<file path="src/rtl/regfile_port_arbiter.sv">
`default_nettype none
// ============================================================================
// Module   : regfile_port_arbiter
// Purpose  : Owns the RV32I register file write port and read port A. Shares
//            them between pipeline writeback, a req/ack debug channel and an
//            internal sweep that zeroes x1..x(NREG-1) after reset or on demand.
//            Debug accesses stall and drain the pipeline before they are served.
// Revision : 1.0 - initial release
// ============================================================================
module regfile_port_arbiter #(
    parameter int XLEN      = 32,
    parameter int AW        = 5,
    parameter int DRAIN_CYC = 3
) (
    input  logic            clk,
    input  logic            rst,
    input  logic            clr_req,
    input  logic            wb_we,
    input  logic [AW-1:0]   wb_addr,
    input  logic [XLEN-1:0] wb_data,
    input  logic [AW-1:0]   id_addra,
    input  logic            dbg_req,
    input  logic            dbg_we,
    input  logic [AW-1:0]   dbg_addr,
    input  logic [XLEN-1:0] dbg_wdata,
    output logic            dbg_ack,
    output logic [XLEN-1:0] dbg_rdata,
    output logic            rf_we,
    output logic [AW-1:0]   rf_addrd,
    output logic [XLEN-1:0] rf_datad,
    output logic [AW-1:0]   rf_addra,
    input  logic [XLEN-1:0] rf_dataa,
    output logic            stall,
    output logic            busy
);

    // Drain counter counts DRAIN_CYC down to zero; keep at least one bit.
    localparam int unsigned        c_cnt_w      = (DRAIN_CYC > 1) ? $clog2(DRAIN_CYC + 1) : 1;
    localparam logic [c_cnt_w-1:0] c_drain_load = c_cnt_w'(DRAIN_CYC);
    localparam logic [AW-1:0]      c_first_idx  = AW'(1);
    localparam logic [AW-1:0]      c_last_idx   = {AW{1'b1}};

    typedef enum logic [2:0] {
        S_CLEAR  = 3'd0,
        S_IDLE   = 3'd1,
        S_DRAIN  = 3'd2,
        S_ACCESS = 3'd3,
        S_ACK    = 3'd4
    } state_t;

    state_t              r_state;
    logic [AW-1:0]       r_clr_idx;
    logic                r_clr_pend;
    logic [c_cnt_w-1:0]  r_drain_cnt;
    logic [XLEN-1:0]     r_dbg_rdata;

    logic                w_we;
    logic [AW-1:0]       w_addrd;
    logic [XLEN-1:0]     w_datad;
    logic [AW-1:0]       w_addra;
    logic                w_dbg_wr_port;
    logic                w_dbg_wr_blocked;

    // A debug write to x0 is acknowledged but never needs the write port.
    assign w_dbg_wr_port    = dbg_we && (dbg_addr != '0);
    // Writeback always wins the write port; the debug write retries next cycle.
    assign w_dbg_wr_blocked = w_dbg_wr_port && wb_we;

    // Port mux: writeback/decode by default, overridden by the sweep or a debug access.
    always_comb begin
        w_we    = wb_we;
        w_addrd = wb_addr;
        w_datad = wb_data;
        w_addra = id_addra;
        case (r_state)
            S_CLEAR: begin
                w_we    = 1'b1;
                w_addrd = r_clr_idx;
                w_datad = '0;
            end
            S_ACCESS: begin
                if (dbg_we) begin
                    if (w_dbg_wr_port && !wb_we) begin
                        w_we    = 1'b1;
                        w_addrd = dbg_addr;
                        w_datad = dbg_wdata;
                    end
                end else begin
                    w_addra = dbg_addr;
                end
            end
            default: ;
        endcase
    end

    // Write enable is forced low for as long as reset is held.
    assign rf_we     = w_we & ~rst;
    assign rf_addrd  = w_addrd;
    assign rf_datad  = w_datad;
    assign rf_addra  = w_addra;
    assign dbg_ack   = (r_state == S_ACK);
    assign dbg_rdata = r_dbg_rdata;
    assign stall     = (r_state != S_IDLE);
    assign busy      = (r_state != S_IDLE);

    // Arbiter state machine: sweep, idle, drain, debug access, acknowledge.
    always_ff @(posedge clk or posedge rst) begin
        if (rst) begin
            r_state     <= S_CLEAR;
            r_clr_idx   <= c_first_idx;
            r_clr_pend  <= 1'b0;
            r_drain_cnt <= '0;
            r_dbg_rdata <= '0;
        end else begin
            case (r_state)
                S_CLEAR: begin
                    r_clr_idx <= r_clr_idx + AW'(1);
                    if (r_clr_idx == c_last_idx) begin
                        r_state <= S_IDLE;
                    end
                end
                S_IDLE: begin
                    if (clr_req || r_clr_pend) begin
                        r_state    <= S_CLEAR;
                        r_clr_idx  <= c_first_idx;
                        r_clr_pend <= 1'b0;
                    end else if (dbg_req) begin
                        r_state     <= S_DRAIN;
                        r_drain_cnt <= c_drain_load;
                    end
                end
                S_DRAIN: begin
                    if (clr_req) begin
                        r_clr_pend <= 1'b1;
                    end
                    if (!dbg_req) begin
                        r_state <= S_IDLE;
                    end else if (r_drain_cnt == '0) begin
                        r_state <= S_ACCESS;
                    end else begin
                        r_drain_cnt <= r_drain_cnt - c_cnt_w'(1);
                    end
                end
                S_ACCESS: begin
                    if (clr_req) begin
                        r_clr_pend <= 1'b1;
                    end
                    if (!dbg_we) begin
                        r_dbg_rdata <= rf_dataa;
                        r_state     <= S_ACK;
                    end else if (!w_dbg_wr_blocked) begin
                        r_state <= S_ACK;
                    end
                end
                S_ACK: begin
                    if (clr_req || r_clr_pend) begin
                        r_state    <= S_CLEAR;
                        r_clr_idx  <= c_first_idx;
                        r_clr_pend <= 1'b0;
                    end else begin
                        r_state <= S_IDLE;
                    end
                end
                default: begin
                    r_state <= S_CLEAR;
                end
            endcase
        end
    end

endmodule
`default_nettype wire

</file>
<file path="config.mk">
export PLATFORM = sky130hd
export DESIGN_NAME = regfile_port_arbiter
export DESIGN_NICKNAME = d
export VERILOG_FILES = /design/src/rtl/regfile_port_arbiter.sv
export SDC_FILE = /design/constraint.sdc
export NUM_CORES = 1
export LEC_CHECK = 0
export ABC_AREA = 0
export CAP_MARGIN = 20
export CORE_UTILIZATION = 32
export CTS_CLUSTER_SIZE = 25
export DETAILED_ROUTE_END_ITERATION = 8
export MAX_ROUTING_LAYER = met4
export PLACE_DENSITY = 0.78
export SLEW_MARGIN = 20
export SYNTH_ARGS = -nofsm -noshare
export SYNTH_HDL_FRONTEND = slang
export SYNTH_SLANG_ARGS = --single-unit
</file>
<file path="constraint.sdc">
create_clock -name clk -period 2.6 [get_ports clk]
set_input_delay 0.78 -clock clk [delete_from_list [all_inputs] [get_ports clk]]
set_output_delay 0.78 -clock clk [all_outputs]
set_load 0.02 [all_outputs]
</file>
# After elaboration in Yosys (flattened, before gate mapping)
# Index checks and enable logic that the tools add are counted.
# classes
n_addsub	2
eq_ne	16
muxes	30
bitwise	3
reduce_logical	18
# op_table
op	n
two-way mux 32 bit	2
case mux 32 bit (2 select lines)	1
two-way mux 5 bit	5
two-way mux 3 bit	7
case mux 5 bit (2 select lines)	2
case mux 3 bit (5 select lines)	1
!= test 2 bit (second input constant)	5
!= test 3 bit (second input constant)	3
two-way mux 2 bit	4
equality test 3 x 2 -> 1 bit (second input constant)	2
nonzero test 2 bit	3
adder 5 x 1 -> 5 bit (second input constant)	1
equality test 5 bit (second input constant)	1
two-way mux 1 bit	5
AND reduction 5 bit	1
nonzero test 5 bit	1
!= test 2 x 1 -> 1 bit (second input constant)	2
case mux 1 bit (2 select lines)	2
case mux 2 bit (2 select lines)	1
AND reduction 2 bit	2
AND reduction 4 bit	1
OR reduction 2 bit	2
equality test 3 x 1 -> 1 bit (second input constant)	1
equality test 3 bit (second input constant)	1
10 further kinds	13
# totals
register_bits	43
inputBits	117
out_inout_bits	78
word_cells	74

# Logic depth before layout (Yosys ltp)
# Gate-level depths: netlist of run 1.
# depth
word_depth	7
depth_mapped	7
mapped_depth_nobuf	5

# Worst setup path after synthesis of run 1
# Ideal clock, no wire load.
# synth_path
kind	input to output
from	in dbg_addr[1]
to	out rf_datad[0]
arrival_time_ns	2.209
slack_ns	-0.389
cell_stages	5
n_path_buf	2
cell_sequence	or4_4 o211ai_2 buf_6 buf_12 mux2i_1
# synth_via
elab_chain_len	6
# synth_lines
element	line	rtl
start: declaration	24	input logic [AW-1:0] dbg_addr,
nonzero test 5 bit	65	assign w_dbg_wr_port = dbg_we && (dbg_addr != '0);
logical AND 1 bit	65	
logical AND 1 bit	83	if (w_dbg_wr_port && !wb_we) begin
two-way mux 32 bit	83	
two-way mux 32 bit	82	if (dbg_we) begin
case mux 32 bit (2 select lines)	75	case (r_state)
end: declaration	30	output logic [XLEN-1:0] rf_datad,
# Every way passes these cells.

# Worst setup path in the final report of run 1
# layout_path
from	in dbg_addr[4]
to	out rf_datad[31]
# Same word-level chain as after synthesis.

==> metrics.txt, run 1 <==
Hold EP=dbg_rdata[21]; Clock Path Buffers=2; Skew-Pair Late Insertion Delay=0.30 ns; Worst Setup End Kind=output port; Die Area=8840 um2; Clock Sinks=43; cell area after layout=between 5000 and 6000 um2; Max Clock Skew=0.00810 ns; Residual DRC=0; final WL=9240 um; Post-Syn Nets=roughly 390; core area=8220 um2; Yosys reg bits=43; peak supply drop=0.489 mV; Post-Place Worst Slack=-1.36 ns; fillers=592; Die Y=94.0 um; RSZ-0062 raised after global routing=yes; max-cap violations=0; min-delay worst type=flip-flop to flip-flop; vias in the first global route=around 2900; worst-path cell chain=buf_6, or4_4, o211ai_4, buf_12, buf_12, mux2i_4, buf_6; Leak=0.00261 uW; setup ws final=-0.530 ns; antenna cells=0; Slew Viols, Final=0; Clock Power Share=roughly 11%; kind of critical path=primary input to output port; Hold Fails Final Rpt=0; Pwr Total=4180 uW; global-route wire length before repair=14000 um; Post-Route Utilization=69.2%; Slowest-stage cell, CP=or4_4; Area Growth Syn to Fin=110%; Seq pwr share=24.3%; WL/cell=15.4 um; Seq/Total Area, Yosys=39.8%; Routed Antenna Nets=0; hold path depth=1; cell depth of the worst flop-to-flop path=6; Detailed Place HPWL=about 7400 um; failing checks=setup timing; total I/O pin count=approximately 200; routed vias/inst=4.70; CP max FO=8; Sw Ratio=38.7%; largest net degree at the start of global routing=44; synthesized area per cell=10.2 um2; switching pwr=approximately 1600 uW; Peak Freq=0.320 GHz; P_int=2560 uW; WP data arrival=2.35 ns; port buffer count=194; via count=about 2800; mapped cell area=2710 um2; initial antenna violation count=0; Final Cycle Share=120%; Final Net Count=between 600 and 700; Reg2Reg Setup Slack=0.71 ns; Critical Path Max Stage Delay=roughly 0.56 ns; gpl congestion=0.861; multi-input combinational cell area=between 1500 and 2000 um2; Yosys cell types=37; Crit path max-delay family=simple AND/OR/NAND/NOR gates; FF-to-FF End=r_clr_idx[3]; Die W=94.0 um; Initial DRC Count=100; worst path required time=1.82 ns; TritonCTS clock tree=built; Initial Utilization=33.0%; power per cell area=734 nW/um2; register area=about 1100 um2; GRT Util Overall=a little over a fifth; Setup-failing EPs final=between 40 and 50; worst rel slew slack=61.8%; fraction of layout cells with a size suffix above 1=36.0%; Syn Inst Count=267; most frequent cells in the layout=clkdlybuf4s50_1 (142), buf_6 (51), dfrtp_1 (42), inv_1 (40), nand2_1 (38); leading cell type in the layout, fill and taps excluded=clkdlybuf4s50_1; fin crit period=approximately 3.1 ns; placed inst area=5390 um2; Comb power frac=64.6%; CTS clk-pin slew, worst paths=roughly 0.07 ns; Syn. warnings=0; DR pass1 iterations=4; CTS Root Cell=clkbuf_8; status=finished, violations left; row cnt=33; GRT overflow=0; # H-tree levels=2; Fin Hold WS=0.509 ns; cts-stage hold buffer count=0; worst hold start=dbg_rdata[21]; cts bufs inserted=5; CP Launch Type=primary input; worst slew pin tran=0.568 ns; R2R Path Start=r_state[2]; CP bufs+invs=4
## per-stage QoR
| stage | TNS, ns | std cells |
|---|---|---|
| detailed placement | -53.18 | 583 |
| floorplan | -10.50 | 267 |
| global placement | -52.92 | 583 |
| global route | -20.31 | 600 |
| CTS | -19.36 | 599 |
| finish | -18.39 | 600 |
## flip-flops by register name (all words and copies together), names as in the netlist
signal	count
r_clr_pend	1
r_state	3
r_drain_cnt	2
r_clr_idx	5
dbg_rdata	32
## layer usage
metal | vias to the layer above | routed length, um | GRT usage (%)
li1 | 1361 | - | -
met1 | 1344 | 3650 | 24.5
met2 | 90 | 5010 | 37.2
met3 | 24 | 297 | 2.51
met4 | 0 | 284 | 8.59
met5 | - | 0 | -
## logic make-up (layout without fill, tap and decap cells)
family	Yosys count	count (layout)	synth area share [%]
AO/OA/AOI/OAI	34	34	9.23
XOR/XNOR	1	1	0.323
adder cells (fa/ha/maj)	3	3	1.39
buffers and inverters	58	286	11.3
flip-flops	43	43	39.8
multiplexers	70	70	27.6
AND/OR/NAND/NOR	58	58	10.4
## layout make-up
cell class | count | share of cell area (%)
repair buffers | 238 | 43.1
multi-input cells | 166 | 31.3
flip-flops and latches | 43 | 18.9
inverters | 40 | 2.64
well taps | 105 | 2.31
clock buffers | 8 | 1.76
## worst reg2reg max path, cell delays in order (launching register included)
cell	delay, ns
dfrtp_1	0.41
buf_6	0.13
buf_4	0.13
buf_4	0.15
or4b_4	0.52
or3_1	0.35
a21oi_1	0.13
## power groups by stage
stage,Clock [uW],Combinational (uW),Sequential (uW)
6_report,464,2700,1010
5_1_grt,507,2850,1040
4_1_cts,482,2710,1010
3_5_place_dp,0,2560,1030
3_3_place_gp,0,2500,1010
2_1_floorplan,0,1250,1180
## worst max-delay path by stage
stage,cells after the start,startpoint,slack (ns),end
after floorplan,5,dbg_addr[1],-0.32,rf_datad[0]
after detailed placement,7,dbg_addr[2],-1.36,rf_datad[31]
after CTS,7,dbg_addr[1],-0.55,rf_datad[31]
after global placement,7,dbg_addr[1],-1.34,rf_datad[1]
final,7,dbg_addr[4],-0.53,rf_datad[31]
after global routing,7,dbg_addr[4],-0.58,rf_datad[31]
## timing repair
item                                    CTS  global route
pin swaps                                 8             4
endpoints found under the setup margin   46            43
gates resized for setup                 291            12
buffers inserted                          8             2
## Yosys cell counts
library cell,count,area (um2)
ha_1,3,37.5
mux2_2,38,428
and3_1,2,12.5
or4b_4,1,13.8
or4_4,1,11.3
clkbuf_2,1,5.00
and3b_1,1,8.76
o21ai_0,5,25.0
or3_1,3,18.8
a32o_1,5,50.1
a21oi_1,6,30.0
nor3_1,4,20.0
a31oi_1,2,12.5
o221ai_1,1,8.76
and4b_1,1,10.0
mux2i_1,32,320
buf_4,4,30.0
buf_2,1,5.00
and2b_1,1,7.51
dfrtp_1,42,1050
nand2b_1,3,18.8
xnor2_1,1,8.76
clkbuf_1,6,22.5
nand2_1,38,143
buf_6,3,33.8
a22oi_1,4,30.0
dfstp_2,1,26.3
a31o_2,5,43.8
inv_1,40,150
nor2_1,2,7.51
o22ai_1,1,6.26
a22o_1,1,8.76
nor4bb_1,1,10.0
o21a_1,1,7.51
o211ai_1,2,15.0
o211ai_2,1,12.5
buf_12,3,60.1
No activity file was read; power rests on OpenSTA's default activity.
==> run 2: changes to the inputs <==
--- a/config.mk
+++ b/config.mk
@@ -10,6 +10,7 @@
 export CORE_UTILIZATION = 32
 export CTS_CLUSTER_SIZE = 25
 export DETAILED_ROUTE_END_ITERATION = 8
+export GPL_ROUTABILITY_DRIVEN = 0
 export MAX_ROUTING_LAYER = met4
 export PLACE_DENSITY = 0.78
 export SLEW_MARGIN = 20
==> results of run 2 <==
Same layout as run 1: the final DEF is identical, and so are final timing and power.
